### src/rtl/addr_mode_sequencer.sv
// addr_mode_sequencer: per-instruction cycle sequencer for a 6502-style core.
// Latches the opcode in FETCH, decodes its addressing mode, steps through the
// mode's address cycles (A0..A3) and waits in EXEC until the instruction logic
// reports completion. Also registers the Indirect-Y page-cross carry.
//
// Ports:
//   clk, rst           clock, synchronous active-high reset
//   data_in[7:0]       data bus, opcode byte during FETCH
//   rdy                bus ready (stalls only when ADDR_SEQ_RDY_STALL_EN)
//   carry_from_low_op  ALU carry from the Indirect-Y low-byte add
//   exec_done          instruction logic finished execute
//   state[4:0]         current cycle (FETCH=0, A0..A3=1..4, EXEC=5)
//   mode[3:0]          decoded addressing mode of the current instruction
//   opcode_q[7:0]      latched opcode
//   fetch              high while state==FETCH
//   carry_to_high_op   registered carry for the Indirect-Y high-byte add
//
// Optional feature: define ADDR_SEQ_RDY_STALL_EN to let rdy==0 freeze the
// sequencer; otherwise rdy is ignored and the sequencer advances every cycle.

module addr_mode_sequencer (
    input  logic       clk,
    input  logic       rst,
    input  logic [7:0] data_in,
    input  logic       rdy,
    input  logic       carry_from_low_op,
    input  logic       exec_done,
    output logic [4:0] state,
    output logic [3:0] mode,
    output logic [7:0] opcode_q,
    output logic       fetch,
    output logic       carry_to_high_op
);

    localparam int unsigned STATE_W = 5;
    localparam int unsigned MODE_W  = 4;
    localparam int unsigned CNT_W   = 3;

    typedef enum logic [STATE_W-1:0] {
        ST_FETCH = 5'd0,
        ST_A0    = 5'd1,
        ST_A1    = 5'd2,
        ST_A2    = 5'd3,
        ST_A3    = 5'd4,
        ST_EXEC  = 5'd5
    } state_t;

    typedef enum logic [MODE_W-1:0] {
        M_IMPL  = 4'd0,
        M_IMM   = 4'd1,
        M_ZPG   = 4'd2,
        M_ZPG_X = 4'd3,
        M_ZPG_Y = 4'd4,
        M_ABS   = 4'd5,
        M_ABS_X = 4'd6,
        M_ABS_Y = 4'd7,
        M_IND_X = 4'd8,
        M_IND_Y = 4'd9
    } mode_t;

    // Addressing mode from the opcode's cc/bbb fields plus the few irregular opcodes.
    function automatic mode_t decode(input logic [7:0] op);
        mode_t m;
        m = M_IMPL;
        case (op[1:0])
            2'b01: begin
                case (op[4:2])
                    3'b000:  m = M_IND_X;
                    3'b001:  m = M_ZPG;
                    3'b010:  m = M_IMM;
                    3'b011:  m = M_ABS;
                    3'b100:  m = M_IND_Y;
                    3'b101:  m = M_ZPG_X;
                    3'b110:  m = M_ABS_Y;
                    default: m = M_ABS_X;
                endcase
            end
            2'b10: begin
                case (op[4:2])
                    3'b000:  m = M_IMM;
                    3'b001:  m = M_ZPG;
                    3'b011:  m = M_ABS;
                    3'b101:  m = (op == 8'h96 || op == 8'hB6) ? M_ZPG_Y : M_ZPG_X;
                    3'b111:  m = (op == 8'hBE) ? M_ABS_Y : M_ABS_X;
                    default: m = M_IMPL;
                endcase
            end
            2'b00: begin
                case (op[4:2])
                    3'b000: begin
                        if (op == 8'hA0 || op == 8'hC0 || op == 8'hE0) m = M_IMM;
                        else if (op == 8'h20)                          m = M_ABS;
                        else                                           m = M_IMPL;
                    end
                    3'b001:  m = M_ZPG;
                    3'b011:  m = M_ABS;
                    3'b100:  m = M_IMM;
                    3'b101:  m = M_ZPG_X;
                    3'b111:  m = M_ABS_X;
                    default: m = M_IMPL;
                endcase
            end
            default: m = M_IMPL;
        endcase
        return m;
    endfunction

    // Number of address cycles each mode spends between FETCH and EXEC.
    function automatic logic [CNT_W-1:0] addr_cycles(input mode_t m);
        logic [CNT_W-1:0] n;
        case (m)
            M_ZPG:                    n = 3'd1;
            M_ZPG_X, M_ZPG_Y, M_ABS:  n = 3'd2;
            M_ABS_X, M_ABS_Y:         n = 3'd3;
            M_IND_X, M_IND_Y:         n = 3'd4;
            default:                  n = 3'd0;
        endcase
        return n;
    endfunction

    state_t           state_q;
    state_t           state_nxt;
    mode_t            mode_q;
    mode_t            op_mode;
    logic             adv;
    logic [CNT_W-1:0] cycles;

`ifdef ADDR_SEQ_RDY_STALL_EN
    assign adv = rdy;
`else
    logic unused_rdy;
    assign unused_rdy = rdy;
    assign adv        = 1'b1;
`endif

    assign op_mode = decode(data_in);
    assign cycles  = addr_cycles(mode_q);

    // Next-state logic. A(n) is encoded as n+1, so the state value itself is
    // the number of address cycles completed once this one finishes.
    always_comb begin
        state_nxt = state_q;
        case (state_q)
            ST_FETCH: begin
                if (adv) state_nxt = (addr_cycles(op_mode) != 3'd0) ? ST_A0 : ST_EXEC;
            end
            ST_A0, ST_A1, ST_A2, ST_A3: begin
                if (adv) state_nxt = (CNT_W'(state_q) < cycles)
                                   ? state_t'(STATE_W'(state_q) + 5'd1) : ST_EXEC;
            end
            ST_EXEC: begin
                if (adv && exec_done) state_nxt = ST_FETCH;
            end
            default: state_nxt = ST_FETCH;
        endcase
    end

    // Sequencer registers and registered outputs.
    always_ff @(posedge clk) begin
        if (rst) begin
            state_q          <= ST_FETCH;
            mode_q           <= M_IMPL;
            opcode_q         <= 8'h00;
            fetch            <= 1'b1;
            carry_to_high_op <= 1'b0;
        end else begin
            state_q <= state_nxt;
            fetch   <= (state_nxt == ST_FETCH);
            if (adv && state_q == ST_FETCH) begin
                opcode_q         <= data_in;
                mode_q           <= op_mode;
                carry_to_high_op <= 1'b0;
            end
            if (adv && state_q == ST_A1 && mode_q == M_IND_Y) begin
                carry_to_high_op <= carry_from_low_op;
            end
        end
    end

    assign state = STATE_W'(state_q);
    assign mode  = MODE_W'(mode_q);

endmodule

### config.mk
export PLATFORM = sky130hd
export DESIGN_NAME = addr_mode_sequencer
export DESIGN_NICKNAME = d
export VERILOG_FILES = /design/src/rtl/addr_mode_sequencer.sv
export SDC_FILE = /design/constraint.sdc
export NUM_CORES = 1
export LEC_CHECK = 0
export CELL_PAD_IN_SITES_DETAIL_PLACEMENT = 0
export CELL_PAD_IN_SITES_GLOBAL_PLACEMENT = 1
export CORE_UTILIZATION = 32
export CTS_BUF_LIST = sky130_fd_sc_hd__clkbuf_8
export CTS_CLUSTER_DIAMETER = 40
export CTS_CLUSTER_SIZE = 16
export DETAILED_ROUTE_END_ITERATION = 10
export GPL_TIMING_DRIVEN = 0
export PLACE_DENSITY_LB_ADDON = 0.1
export SLEW_MARGIN = 10
export SYNTH_ARGS = -nofsm -noshare
export SYNTH_HDL_FRONTEND = slang
export SYNTH_SLANG_ARGS = --single-unit
### constraint.sdc
create_clock -name clk -period 1.99 [get_ports clk]
set_clock_uncertainty 0.05 [all_clocks]
set_input_delay 0.2985 -clock clk [delete_from_list [all_inputs] [get_ports clk]]
set_output_delay 0.2985 -clock clk [all_outputs]
set_load 0.005 [all_outputs]
==> results.md <==
- Initial antenna violation count: 0
- Post-synth ARST share: 0
- Final hold vios: 0
- Yosys reg bits: 22
- RSZ-0062 raised after global routing: true
- Mapped Nets: around 180
- Layout net count: around 210
- Post-Syn Area: around 1200 um2
- Syn Inst Count: 158
- Via/cell ratio: approximately 5.2
- Final Critical Period: 1.88 ns
- Endpoints failing setup: 0
- WP data arrival: between 1.5 and 2 ns
- Peak VDD IR: approximately 310 uV
- Cts hold-fix bufs: 0
- Slowest cell on crit path: clkdlybuf4s50_1
- Layout cell share with drive strength beyond 1: 0.141
- Max Slew Vio Count: 0
- Critical path peak fanout: 4
- Post-route setup TNS: 0 ns
- CP Launch Type: primary input
- First-pass GRT wire length: 5.24 mm
- Final core utilization: 0.460
- Final instance area: 1700 um2
- Ranking of synthesized cells by area: dfxtp_1 36%, a21oi_1 7.3%, nand2_1 6.7%
- Placement Cell Area: roughly 1600 um2
- Area leader, netlist: dfxtp_1
- Ant diodes: 0
- Vias in the first global route: 1,110
- Cell variety after synth: 44
- CP Capture Type: register
- Root Driver: clkbuf_8
- Routed WL per cell: ~13 um
- Largest net degree at the start of global routing: 14
- Commonest non-fill, non-tap cells in the layout: 26 x clkdlybuf4s50_1, 22 x nand2_1, 19 x dfxtp_1
- Core area: around 3700 um2
- Num CTS Buffers: 3
- PwrDens: about 670 nW/um2
- Status: complete, no violations
- CTS tree: yes
- EDFF count, synth: 0
- Drt first pass iters: 4
- Hold WS: 0.350 ns
- YS warnings: 0
- CP Data Required Time: 2.10 ns
- Clock tree sinks: 22
- Max-Cap Viols: 0
- Area Overhead vs Synth: 37.5%
- FP Rows: 22
- GRT overflow: 0
- H-tree levels: 1
- Cell family with most CP delay: simple AND/OR/NAND/NOR gates
- Crit path kind: in -> reg
- Crit path buf inv count: 1
- Post-route ant nets: 0
- Worst skew pair latency: roughly 0.27 ns
- Top cell type's share of synthesized area: 0.357
- Register area share after synthesis: 0.357
- PortBufs: 28
- Tcrit/Tclk final: 0.944
- Post-route DRC: 0
- Die width: ~64 um
- Via count: around 1,200
- Static Leak: ~0.65 nW
- HP Class: in -> reg
- Hpwl dp: 2.30 mm
- Initial Utilization: 0.335
- Ports: 32
- DRT iter0 DRCs: 67
- Final WL: slightly above 3 mm
- Synthesized area per cell: 7.82 um2
- Top FF cell, synth: dfxtp_1
- Die H: roughly 64 um
- Die ar.: between 4000 and 5000 um2
- GPL Wtd Cong: approximately 0.77
- CTS Buffer Depth: 2
- FMAX: ~530 MHz
- Crit path largest cell delay: between 0.5 and 0.6 ns
- Critical-path cell list: clkdlybuf4s50_1, or3b_4, o311ai_2, nand2_1, a41o_1, nor2_2, a21oi_1
- CTS clock-pin slew for the worst setup and hold paths: 0.08 ns
- Commonest non-fill, non-tap cell in the layout: clkdlybuf4s50_1
- Gr usage total: 0.165
layout make-up:
cell class | instances | area [um2]
Fill cell | 395 | 1990
Multi-Input combinational cell | 118 | 743
Sequential cell | 22 | 452
Timing Repair Buffer | 29 | 293
Tap cell | 48 | 60.1
Clock buffer | 3 | 41.3
Buffer | 8 | 41.3
Inverter | 10 | 37.5
Clock inverter | 1 | 30.0
synthesized netlist by cell type (2+ instances only):
cell type	count
nand2_1	22
o21ai_0	9
nand3_1	3
buf_2	5
o22ai_1	2
o2111ai_1	2
nor3_2	2
nand2b_1	3
clkbuf_1	3
a32oi_1	2
nor2b_1	2
ha_1	6
a31oi_1	2
a21oi_1	18
dfxtp_1	22
nor2_1	15
inv_1	10
nor4_1	2
nand3b_1	3
worst min-delay path, delay by kind of cell:
kind / cells / cell delay, ns
AND/OR/NAND/NOR: 1 / 0.08
AO/OA/AOI/OAI: 1 / 0.05
buffers and inverters: 1 / 0.18
what timing repair did:
| item | in CTS | in global routing |
|---|---|---|
| setup endpoints to repair | 3 | 4 |
| resized for setup | 3 | 14 |
| pin swaps | 0 | 3 |
| buffers inserted | 0 | 1 |
registers in the layout, indices dropped and copies added, names as in the netlist:
signal            cells
cycles                3
fetch                 1
mode                  4
carry_to_high_op      1
opcode_q              8
state                 5
metrics by stage:
step                power, mW  worst slack [ns]  instances
finish                   1.14             0.111        239
global route             1.21          -0.00427        239
CTS                      1.15           0.00667        238
detailed placement      0.725            -0.233        234
global placement        0.722            -0.229        234
floorplan               0.622            0.0920        158
metal layers:
layer,GRT usage,part of all wire,vias up
met5,0,0,-
met4,0.0583,0.011,0
met3,0.0250,0.064,4
met2,0.249,0.43,38
met1,0.235,0.49,572
li1,-,-,628
report_power, final:
part / leakage, nW / switching [mW] / internal, mW
combinational: 0.428 / 0.119 / 0.117
sequential: 0.183 / 0.0179 / 0.465
clock: 0.0357 / 0.153 / 0.269
cell families after synthesis:
group | Yosys count | share of synthesized area
other | 1 | 0.00304
AOI/OAI and AO/OA | 45 | 0.233
xor gates and xnor gates | 1 | 0.00709
and+or+nand+nor | 65 | 0.280
DFF | 22 | 0.357
adders and majority gates | 6 | 0.0608
buffers and inverters | 18 | 0.0598
worst paths after layout:
path | from | to | cells past startpoint | slack [ns]
setup / recovery | data_in[5] | cycles[0]$_SDFF_PP0_ | 7 | 0.11
setup reg to reg | state[0]$_SDFF_PP0_ | fetch$_SDFF_PP1_ | 8 | 0.12
hold reg to reg | opcode_q[2]$_SDFFE_PP0N_ | opcode_q[2]$_SDFFE_PP0N_ | 2 | 0.41
hold / removal | data_in[6] | opcode_q[6]$_SDFFE_PP0N_ | 3 | 0.35
Power figures use the tool's default switching activity.
